**src/rtl/ext_rx_packetizer.sv**
```systemverilog
// ============================================================================
// ext_rx_packetizer : groups UART RX bytes into 1- or 2-byte packets, queued
//                     in a small FIFO drained through a valid/ready handshake.
// Revision: 1.0 - initial release
// ============================================================================
`default_nettype none

module ext_rx_packetizer #(
  parameter int CLK_FREQ_HZ = 25_000_000,
  parameter int TIMEOUT_US  = 1000,
  parameter int FIFO_DEPTH  = 4
) (
  input  logic                          clk,
  input  logic                          rst_n,
  input  logic                          i_rx_dv,
  input  logic [7:0]                    i_rx_byte,
  output logic                          o_pkt_valid,
  output logic [7:0]                    o_pkt_byte1,
  output logic [7:0]                    o_pkt_byte2,
  output logic                          o_pkt_single,
  input  logic                          i_pkt_ready,
  output logic                          o_overflow,
  output logic [7:0]                    o_drop_count,
  output logic [$clog2(FIFO_DEPTH):0]   o_fifo_count
);

  localparam int TIMEOUT_CYCLES = CLK_FREQ_HZ / 1_000_000 * TIMEOUT_US;
  localparam int AW             = $clog2(FIFO_DEPTH);
  localparam int CW             = $clog2(TIMEOUT_CYCLES);
  localparam logic [CW-1:0] CNT_LAST = CW'(TIMEOUT_CYCLES - 1);

  typedef enum logic [0:0] {
    IDLE    = 1'b0,
    WAIT_B2 = 1'b1
  } state_t;

  state_t          state;
  logic [CW-1:0]   tmo_cnt;
  logic [7:0]      byte1_q;

  logic            push;
  logic [7:0]      push_b2;
  logic            push_single;

  logic [AW:0]     rd_ptr;
  logic [AW:0]     wr_ptr;
  logic            full;
  logic            pop;
  logic            wr_en;
  logic            drop;
  logic [16:0]     mem [FIFO_DEPTH];
  logic [16:0]     head;

  // A second byte wins over the timeout when both land in the same cycle.
  always_comb begin
    push        = 1'b0;
    push_b2     = 8'h00;
    push_single = 1'b0;
    if (state == WAIT_B2) begin
      if (i_rx_dv) begin
        push    = 1'b1;
        push_b2 = i_rx_byte;
      end else if (tmo_cnt == CNT_LAST) begin
        push        = 1'b1;
        push_single = 1'b1;
      end
    end
  end

  always_ff @(posedge clk or negedge rst_n) begin
    if (!rst_n) begin
      state   <= IDLE;
      tmo_cnt <= '0;
      byte1_q <= 8'h00;
    end else begin
      case (state)
        IDLE: begin
          if (i_rx_dv) begin
            byte1_q <= i_rx_byte;
            tmo_cnt <= '0;
            state   <= WAIT_B2;
          end
        end
        WAIT_B2: begin
          if (push) state <= IDLE;
          else      tmo_cnt <= tmo_cnt + 1'b1;
        end
        default: state <= IDLE;
      endcase
    end
  end

  assign o_fifo_count = wr_ptr - rd_ptr;
  assign o_pkt_valid  = (o_fifo_count != '0);
  assign full         = (wr_ptr[AW-1:0] == rd_ptr[AW-1:0]) && (wr_ptr[AW] != rd_ptr[AW]);
  assign pop          = o_pkt_valid && i_pkt_ready;
  assign wr_en        = push && (!full || pop);
  assign drop         = push && full && !pop;

  always_ff @(posedge clk) begin
    if (wr_en) mem[wr_ptr[AW-1:0]] <= {byte1_q, push_b2, push_single};
  end

  // Storage is not reset, so head fields are masked while the FIFO is empty.
  assign head         = mem[rd_ptr[AW-1:0]];
  assign o_pkt_byte1  = o_pkt_valid ? head[16:9] : 8'h00;
  assign o_pkt_byte2  = o_pkt_valid ? head[8:1]  : 8'h00;
  assign o_pkt_single = o_pkt_valid ? head[0]    : 1'b0;

  always_ff @(posedge clk or negedge rst_n) begin
    if (!rst_n) begin
      rd_ptr       <= '0;
      wr_ptr       <= '0;
      o_overflow   <= 1'b0;
      o_drop_count <= 8'h00;
    end else begin
      if (pop)   rd_ptr <= rd_ptr + 1'b1;
      if (wr_en) wr_ptr <= wr_ptr + 1'b1;
      o_overflow <= drop;
      if (drop && (o_drop_count != 8'hFF)) o_drop_count <= o_drop_count + 1'b1;
    end
  end

endmodule

`default_nettype wire

```
**config.mk**
```make
export PLATFORM = sky130hd
export DESIGN_NAME = ext_rx_packetizer
export DESIGN_NICKNAME = d
export VERILOG_FILES = /design/src/rtl/ext_rx_packetizer.sv
export SDC_FILE = /design/constraint.sdc
export NUM_CORES = 1
export LEC_CHECK = 0
export ABC_AREA = 0
export CORE_MARGIN = 2
export CORE_UTILIZATION = 28
export DETAILED_ROUTE_END_ITERATION = 6
export DONT_BUFFER_PORTS = 1
export SLEW_MARGIN = 20
export SYNTH_ARGS = -nofsm -noshare
export SYNTH_HDL_FRONTEND = slang
export SYNTH_SLANG_ARGS = --single-unit
```
**constraint.sdc**
```tcl
create_clock -name clk -period 2.57 [get_ports clk]
set_input_delay 0.771 -clock clk [delete_from_list [all_inputs] [get_ports clk]]
set_output_delay 0.771 -clock clk [all_outputs]
set_load 0.02 [all_outputs]
```
# [After elaboration in Yosys (flattened, before gate mapping)]
# Memories as Yosys holds them, arrays and structs flattened.
# Cells that the tools add are included.
[totals] register_bits=39 ram_bits=68 in_bits=12 out_inout_bits=30 wordCells=50 mem_count=1
[op_classes] add_sub_neg=5 eq_ne=6 mux=18 bitwise_logic=1 n_reduce_logical=12
[memory_table] name="mem" words=4 word_bits=17 rd=1 rd_clocked_by_memory_dff=0 write_ports=1 line_no="51" rtl="logic [16:0] mem [FIFO_DEPTH];"
[op_table] op="8-bit two-way mux" count=4
[op_table] op="15-bit two-way mux" count=2
[op_table] op="15-bit one-hot mux with 2 select lines" count=1
[op_table] op="15-bit by 1-bit adder with 15-bit output, second input constant" count=1
[op_table] op="15-bit equality test, second input constant" count=1
[op_table] op="1-bit two-way mux" count=10
[op_table] op="8-bit by 1-bit adder with 8-bit output, second input constant" count=1
[op_table] op="8-bit inequality test, second input constant" count=1
[op_table] op="3-bit by 1-bit adder with 3-bit output, second input constant" count=2
[op_table] op="1-bit logical AND" count=6
[op_table] op="2-bit inequality test, second input constant" count=2
[op_table] op="2-bit AND reduction" count=2
[op_table] op="3-bit nonzero test" count=1
[op_table] op="3-bit subtractor" count=1
[op_table] op="2-bit equality test" count=1
[op_table] op="1-bit logical NOT" count=2
[op_table] op="1-bit one-hot mux with 2 select lines" count=1
[op_table] op="1-bit logical OR" count=1
[op_table] op="1-bit inequality test" count=1
[op_table] op="1-bit inverter" count=1

# [Depth between registers and ports, before layout]
# Gate-level depths: netlist (run 1).
[logic_depth] ltp_word=7 mapped_depth=9 mapped_depth_nobuf=7

# [Least setup slack after synthesis (run 1)]
# OpenSTA, ideal clock, no wires.
[synth_path] path_type="register to output" start="reg wr_ptr[0]" end="out o_pkt_byte1[5]" arrival_time_ps=2137 required_ps=1799 setup_slack_ps=-338 stages_incl_launch_ff=8 path_cell_list="dfrtp_1 -> inv_1 -> ha_1 -> fa_1 -> xor3_1 -> or3_1 -> clkbuf_1 -> and2_1"
[synth_between] elab_chain_len=3
[synth_rtl] element="start, declared" line_no="46" rtl="logic [AW:0] wr_ptr;"
[synth_rtl] element="start signal, assigned" line_no="118" rtl="if (wr_en) wr_ptr <= wr_ptr + 1'b1;"
[synth_rtl] element="3-bit subtractor" line_no="93" rtl="assign o_fifo_count = wr_ptr - rd_ptr;"
[synth_rtl] element="named net o_fifo_count[2]" line_no="24" rtl="output logic [$clog2(FIFO_DEPTH):0] o_fifo_count"
[synth_rtl] element="3-bit nonzero test" line_no="94" rtl="assign o_pkt_valid = (o_fifo_count != '0);"
[synth_rtl] element="named net o_pkt_valid" line_no="17" rtl="output logic o_pkt_valid,"
[synth_rtl] element="8-bit two-way mux" line_no="106" rtl="assign o_pkt_byte1 = o_pkt_valid ? head[16:9] : 8'h00;"
[synth_rtl] element="end, declared" line_no="18" rtl="output logic [7:0] o_pkt_byte1,"
# The timed path passes the listed nets, and every way through them passes these cells.

# [Final worst setup path (run 1)]
[layout_path] start="reg rd_ptr[0]" end="out o_pkt_byte1[6]"
[layout_between] elab_chain_len=3
[layout_rtl] element="start, declared" line_no="45" rtl="logic [AW:0] rd_ptr;"
[layout_rtl] element="start signal, assigned" line_no="117" rtl="if (pop) rd_ptr <= rd_ptr + 1'b1;"
[layout_rtl] element="3-bit subtractor" line_no="93"
[layout_rtl] element="3-bit nonzero test" line_no="94"
[layout_rtl] element="8-bit two-way mux *" line_no="106"
# Every way passes the cells marked *; elsewhere a longest branch is shown, timed or not.

==> results of run 1 <==
[cells in the final DEF, fill, tap and decap left out, types with 2 or more instances in the layout]
cell type | netlist | final
a31oi_1 | 2 | 2
and2_1 | 20 | 3
and2_4 | 0 | 17
and3_1 | 13 | 13
and4_1 | 3 | 3
buf_12 | 0 | 4
buf_4 | 0 | 27
clkbuf_16 | 0 | 9
clkinv_4 | 0 | 2
dfrtp_1 | 39 | 39
edfxtp_1 | 68 | 68
ha_1 | 9 | 8
inv_1 | 12 | 10
inv_2 | 0 | 2
mux2_2 | 12 | 12
mux2i_1 | 8 | 8
mux4_2 | 17 | 17
nand2_1 | 21 | 21
nand2b_1 | 3 | 3
nand3_1 | 10 | 10
nand4_1 | 6 | 6
nor2_1 | 5 | 5
nor3_1 | 2 | 2
nor4_1 | 4 | 2
nor4_2 | 2 | 4
o211ai_1 | 2 | 2
o21ai_0 | 3 | 3
o311ai_0 | 2 | 2
o41a_1 | 2 | 2
or3_1 | 4 | 2
or3_4 | 0 | 4
or4_1 | 3 | 3
or4b_1 | 2 | 2
xnor2_1 | 3 | 3
xor2_1 | 7 | 7
[timing repair]
action / 4_1_cts / 5_1_grt
cloned: 2 / 0
pin swaps: 4 / 2
hold endpoints to repair: 0 / 0
hold buffers: 0 / 0
buffers inserted: 2 / 2
gates resized for setup: 4 / 4
setup endpoints to repair: 18 / 27
[worst max-delay path, stage by stage, from the launching register on]
cell	delay (ns)
dfrtp_1	0.41
ha_4	0.17
fa_2	0.34
xor3_2	0.32
or3_4	0.43
and2_4	0.19
[power breakdown]
group	leakage [uW]	switching, uW	total, uW	internal (uW)
logic	0.000877	1550	2860	1310
registers	0.00112	186	2300	2120
clock network	0.000158	651	1460	805
total	0.00216	2390	6620	4230
[per-stage QoR]
stage / area (um2) / util / hold WS [ns] / power [uW] / TNS, ns
2_1_floorplan: 4860 / - / 0.459 / 4350 / -1.71
3_3_place_gp: 5290 / 0.319 / 0.479 / 4900 / -0.466
3_5_place_dp: 5290 / 0.319 / 0.478 / 4950 / -0.986
4_1_cts: 5650 / 0.341 / 0.0945 / 6680 / -7.80
5_1_grt: 5690 / 0.343 / 0.0883 / 6990 / -8.31
6_report: 5690 / 0.343 / 0.111 / 6620 / -7.31
[logic make-up (layout without fill, tap and decap cells)]
kind of cell	count (synthesis)	count (layout)
muxes	37	37
adders and majority gates	10	10
DFF	107	107
and+or+nand+nor	105	107
buffers and inverters	28	59
xor gates and xnor gates	11	11
AOI/OAI and AO/OA	18	18
[state kept, by name, summed over array words and instances (netlist names)]
signal / cells
rd_ptr: 3
mem: 68
tmo_cnt: 15
state: 1
byte1_q: 8
o_overflow: 1
o_drop_count: 8
wr_ptr: 3
[layout make-up]
type                    instances  share of cell area
clock inverters                 6              0.0147
well taps                     220              0.0484
repair buffers                 31              0.0497
inverters                      12             0.00792
flip-flops and latches        107               0.531
multi-input cells             183               0.306
clock buffers                  10              0.0420
[path summary, 6_finish.rpt]
kind	start	to
worst max-delay path	rd_ptr[0]	o_pkt_byte1[6]
worst min-delay path	rst_n	byte1_q[5]
worst max register to register	tmo_cnt[9]	o_drop_count[1]
worst min register to register	tmo_cnt[0]	tmo_cnt[0]
max in group asynchronous	rst_n	wr_ptr[0]
min in group clk	tmo_cnt[0]	tmo_cnt[0]
[Yosys cell counts, drive strengths merged, types with 2 or more instances]
cell type   n
dfrtp      39
xnor2       3
buf         3
o41a        2
xor2        7
mux4       17
o211ai      2
and4        3
nand2      21
nor4        7
o21ai       3
or3         4
mux2       12
edfxtp     68
nor2        6
nor3        3
or4         3
nand2b      3
mux2i       8
clkbuf     13
and2       20
nand4       6
or4b        3
o311ai      2
and3       13
ha          9
a31oi       2
inv        12
nand3      10
[layer usage]
metal  routed length, um  GRT usage
met1                4230      0.144
met2                5190      0.208
met3                 523     0.0368
met4                  73     0.0281
met5                   0          0
==> reports/metrics.csv, run 1 <==
stage,metric,value,unit
power,peakVddDrop,0.670,mV
synth,synth-main-ff-cell,edfxtp_1,
clocking,cts_buffers,9,
synth,synth.mux.area_fraction,0.125,
synth,synth_compound_area_frac,0.0299,
timing,rsz0062_at_grt,true,
placed_design,place_ws,-0.0974,ns
timing,slew-limit-headroom,0.607,
global_routing,grt_overflow,0,
clocking,cts_tree,done,
timing,fmax,335,MHz
placed_design,port_buffers,0,
detailed_routing,wl_per_cell,17.6,um
global_routing,grt_max_degree,40,
floorplanning,initial_core_util,0.287,
synth,synth-simple-area-share,0.136,
clocking,insertion_delay,0.35,ns
synth,synth-warning-count,0,
setup_path,cp.arrival,2.21,ns
final_layout,post_route_cells_drive_above_1_share,0.321,
synth,synth_top_family_by_area,simple AND/OR/NAND/NOR gates,
min_path,hold_path_class,in2async,
clocking,clock_path_buffers,2,
synth,ys_seq_area_frac,0.633,
power,power.density,1160,nW/um2
detailed_routing,wirelength,10.0,mm
global_routing,grt_pass1_vias,2829,
floorplanning,ios,42,
floorplanning,core,16600,um2
setup_path,crit_path_end_kind,primary output,
setup_path,crit_path_max_fanout,5,
setup_path,worstSetupPathType,reg2out,
power,p_leak,0.00216,uW
global_routing,track_usage,0.119,
setup_path,start_kind,flop,
synth,synth_area,4770,um2
final_layout,fill_cells,1627,
flow_run,max-cap-violations,0,
timing,skew,0.00881,ns
timing,final_max_slew_viol_count,0,
clocking,cts_root_buffer,clkbuf_16,
run_status,status,"complete, but fails checks",
timing,post-route-period-util,1.16,
detailed_routing,detail_route.first_pass.iterations,4,
synth,synth_xor_xnor_area_share,0.0234,
detailed_routing,drc,0,
setup_path,rrSetupSlack,0.14,ns
timing,finalSetupViolations,19,
final_layout,area_growth,19.3,%
placed_design,place.gp.congestion,0.802,
placed_design,dpl.hpwl,6.28,mm
final_layout,seq_area,3020,um2
synth,synth_enable_flop_cells,68,
synth,yosysTopAreaCellShare,0.428,
global_routing,antenna_found_initial,0,
floorplanning,die_width,134,um
floorplanning,dieHeight,134,um
setup_path,crit_required,1.80,ns
synth,synth_seq_cells,107,
clocking,h-tree-depth,3,
synth,synth_area_leaders,"edfxtp_1, dfrtp_1, mux4_2, mux2_2, and2_1",
timing,finalWorstSetupSlack,-0.415,ns
setup_path,r2r_cells,5,
final_layout,instances_no_fill,569,
run_status,violations,negative setup slack,
synth,syn-num-nets,338,
timing,layout_min_cycle_time,2.98,ns
synth,synth_top_area_cell,edfxtp_1,
synth,synthCells,316,
detailed_routing,antenna_left,0,
global_routing,grt_pass1_wl,16.2,mm
final_layout,multiInputGateArea,1740,um2
detailed_routing,vias_per_cell,4.81,
synth,synth-adder-area-share,0.0278,
placed_design,dp_cells,547,
detailed_routing,drt_iter0_markers,173,
synth,ys_types,47,
floorplanning,die-area,18100,um2
timing,hold_violations,0,
clocking,clock_sink_count,107,
synth,async_flop_share,0.364,
floorplanning,rows,47,
timing,tightest_slew,0.584,ns
clocking,clk_pin_slew,0.08,ns
final_layout,fin_nets,366,
final_layout,num_antenna_cells,0,
synth,syn_avg_cell_area,15.1,um2
detailed_routing,vias,2738,
Power figures use the tool's default switching activity.
==> run 2, diff against run 1 <==
==> constraint.sdc (replaced) <==
create_clock -name clk -period 3.6 [get_ports clk]
set_input_delay 1.08 -clock clk [delete_from_list [all_inputs] [get_ports clk]]
set_output_delay 1.08 -clock clk [all_outputs]
set_load 0.02 [all_outputs]
==> run 2 against run 1 <==
Cell area fell by 5.0%. Setup slack improved by 0.49 ns. Clock skew fell by 0.0026 ns. Count of clock-buffer cells in the layout did not move. Sequential share of layout area rose by 2.8 points. Global-route usage fell by 0.82 points. Highest routed layer unchanged. Critical path type unchanged. The run now ends clean. Worst hold slack improved by 0.31 ns. First-iteration DRC count fell by 31%.
==> reports/metrics.csv, run 2 (synthesis results as in run 1) <==
stage,metric,value,unit,change
run_status,status,"finished, final reports clean",,
floorplanning,initial_core_util,0.287,,unchanged
setup_path,crit_required,2.52,ns,+0.72 ns
clocking,clock_sink_count,107,,unchanged
final_layout,area_growth,13.4,%,
clocking,cts_tree,done,,
timing,hold_violations,0,,unchanged
floorplanning,dieHeight,134,um,unchanged
timing,skew,0.00619,ns,-0.00261 ns
final_layout,largest_reg_flops,68,,unchanged
timing,finalWorstSetupSlack,0.0768,ns,+0.491 ns
timing,whs,0.423,ns,+0.312 ns
final_layout,postLayoutCellArea,5400,um2,-5.0%
setup_path,crit_path_end_kind,primary output,,
detailed_routing,detail_route.first_pass.iterations,4,,unchanged
setup_path,crit_path_max_fanout,5,,unchanged
placed_design,port_buffers,0,,unchanged
placed_design,dpl.hpwl,6.18,mm,-1.5%
floorplanning,core,16600,um2,unchanged
clocking,cts_buffers,9,,unchanged
setup_path,rrSetupSlack,0.91,ns,+0.77 ns
timing,fmax,284,MHz,
detailed_routing,drc,0,,unchanged
setup_path,regToRegEndpoint,mem[2][0],,
global_routing,antenna_found_initial,1,,+1
setup_path,worstSetupPathType,reg2out,,
detailed_routing,vias,2698,,-1.5%
detailed_routing,antenna_left,0,,unchanged
detailed_routing,drt_iter0_markers,120,,-31%
setup_path,cp.arrival,2.44,ns,+0.23 ns
min_path,hold_path_class,in2async,,
global_routing,grt_overflow,0,,unchanged
timing,tightest_slew,0.564,ns,-0.0198 ns
clocking,h-tree-depth,3,,unchanged
placed_design,place.gp.congestion,0.809,,+0.89%
timing,rsz0062_at_grt,false,,
timing,final_max_slew_viol_count,0,,unchanged
floorplanning,die-area,18100,um2,unchanged
timing,finalSetupViolations,0,,-19
clocking,clk_pin_slew,0.07,ns,about the same
global_routing,grt_pass1_vias,2755,,-2.6%
detailed_routing,wirelength,10.0,mm,-0.21%
timing,post-route-period-util,0.979,,
setup_path,r2r_cells,5,,unchanged
setup_path,regToRegStartpoint,tmo_cnt[12],,
clocking,cts_root_buffer,clkbuf_16,,
detailed_routing,wl_per_cell,18.1,um,+2.7%
floorplanning,die_width,134,um,unchanged
clocking,insertion_delay,0.34,ns,about the same
final_layout,finish.utilization,0.326,,-0.0171
timing,slew-limit-headroom,0.624,,+0.0173
placed_design,place_ws,0.180,ns,+0.277 ns
timing,layout_min_cycle_time,3.52,ns,
placed_design,placed_cell_area,5050,um2,-4.5%
power,peakVddDrop,0.385,mV,-43%
final_layout,mostFrequentLayoutCell,edfxtp_1,,
global_routing,grt_max_degree,40,,unchanged
final_layout,layout_common_cells,"edfxtp_1, dfrtp_1, nand2_1",,
floorplanning,ios,42,,unchanged
flow_run,max-cap-violations,0,,unchanged
detailed_routing,vias_per_cell,4.88,,+1.4%
power,p_leak,0.00200,uW,-7.2%
timing,fin_setup_tns,0,ns,+7.31 ns
clocking,ctsHoldBuffers,0,,unchanged
global_routing,track_usage,0.111,,-0.00815
final_layout,fin_nets,348,,-4.9%
floorplanning,rows,47,,unchanged
final_layout,post_route_cells_drive_above_1_share,0.211,,-0.109
power,power.density,811,nW/um2,-30%
global_routing,grt_pass1_wl,15.2,mm,-6.6%
clocking,clock_path_buffers,2,,unchanged
setup_path,start_kind,flop,,
[run 2: cell types whose count changed in the layout (fill, tap and decap cells not counted), moves of 2 or more]
cell,delta
nor4_2,-2
buf_12,-4
and2_4,-17
buf_4,-14
nor4_1,+2
diode_2,+2
clkinv_4,-2
and2_1,+16
[run 2: layout make-up]
| class | instances | area [um2] |
|---|---|---|
| diodes | 2 | 5.00 |
| clock buffers | 10 | 229 |
| clock inverters | 6 | 70.1 |
| fillers | 1640 | 11200 |
| inverters | 12 | 45.0 |
| multi-input cells | 183 | 1660 |
| flip-flops and latches | 107 | 3020 |
| well taps | 220 | 275 |
| repair buffers | 13 | 97.6 |
[run 2: per-stage QoR]
stage | total power [uW] | cells
floorplan | 2830 | 316
global placement | 3200 | 531
detailed placement | 3250 | 531
CTS | 4270 | 547
global route | 4630 | 551
finish | 4380 | 553
[run 2: power by group]
part / internal [uW] / total, uW / switching, uW / leakage, uW
Combinational: 661 / 1720 / 1060 / 0.000735
Clock: 548 / 998 / 450 / 0.000143
Sequential: 1510 / 1660 / 148 / 0.00112
Total: 2720 / 4380 / 1660 / 0.00200
[run 2: critical path: stages (launching register included)]
cell and delay (ns):
dfrtp_1 0.40, inv_2 0.08, ha_1 0.20, fa_1 0.40, xor3_2 0.32, or3_4 0.47, and2_2 0.24
[run 2: layer usage]
metal  track usage  vias up  part of all wire
met5             0        -                 0
met4        0.0339        0             0.011
met3        0.0417       10             0.072
met2         0.187       74              0.50
met1         0.132     1388              0.41
li1              -     1226                 -
[run 2: repair_timing]
| item | in CTS | in global routing |
|---|---|---|
| setup buffers | 0 | 2 |
| setup endpoints to repair | 18 | 5 |
| gates resized for setup | 2 | 5 |
| hold endpoints to repair | 0 | 0 |
| gates cloned | 0 | 2 |
| pin swaps | 0 | 3 |
[run 2: worst max path at each step]
stage | from | end | cells after the start
after floorplan | wr_ptr[0] | o_pkt_byte1[5] | 7
after global placement | wr_ptr[0] | o_pkt_byte2[1] | 6
after detailed placement | wr_ptr[0] | o_pkt_byte2[5] | 6
after CTS | wr_ptr[0] | o_pkt_byte2[5] | 6
after global routing | wr_ptr[0] | o_pkt_byte1[6] | 6
final | wr_ptr[0] | o_pkt_byte1[6] | 6
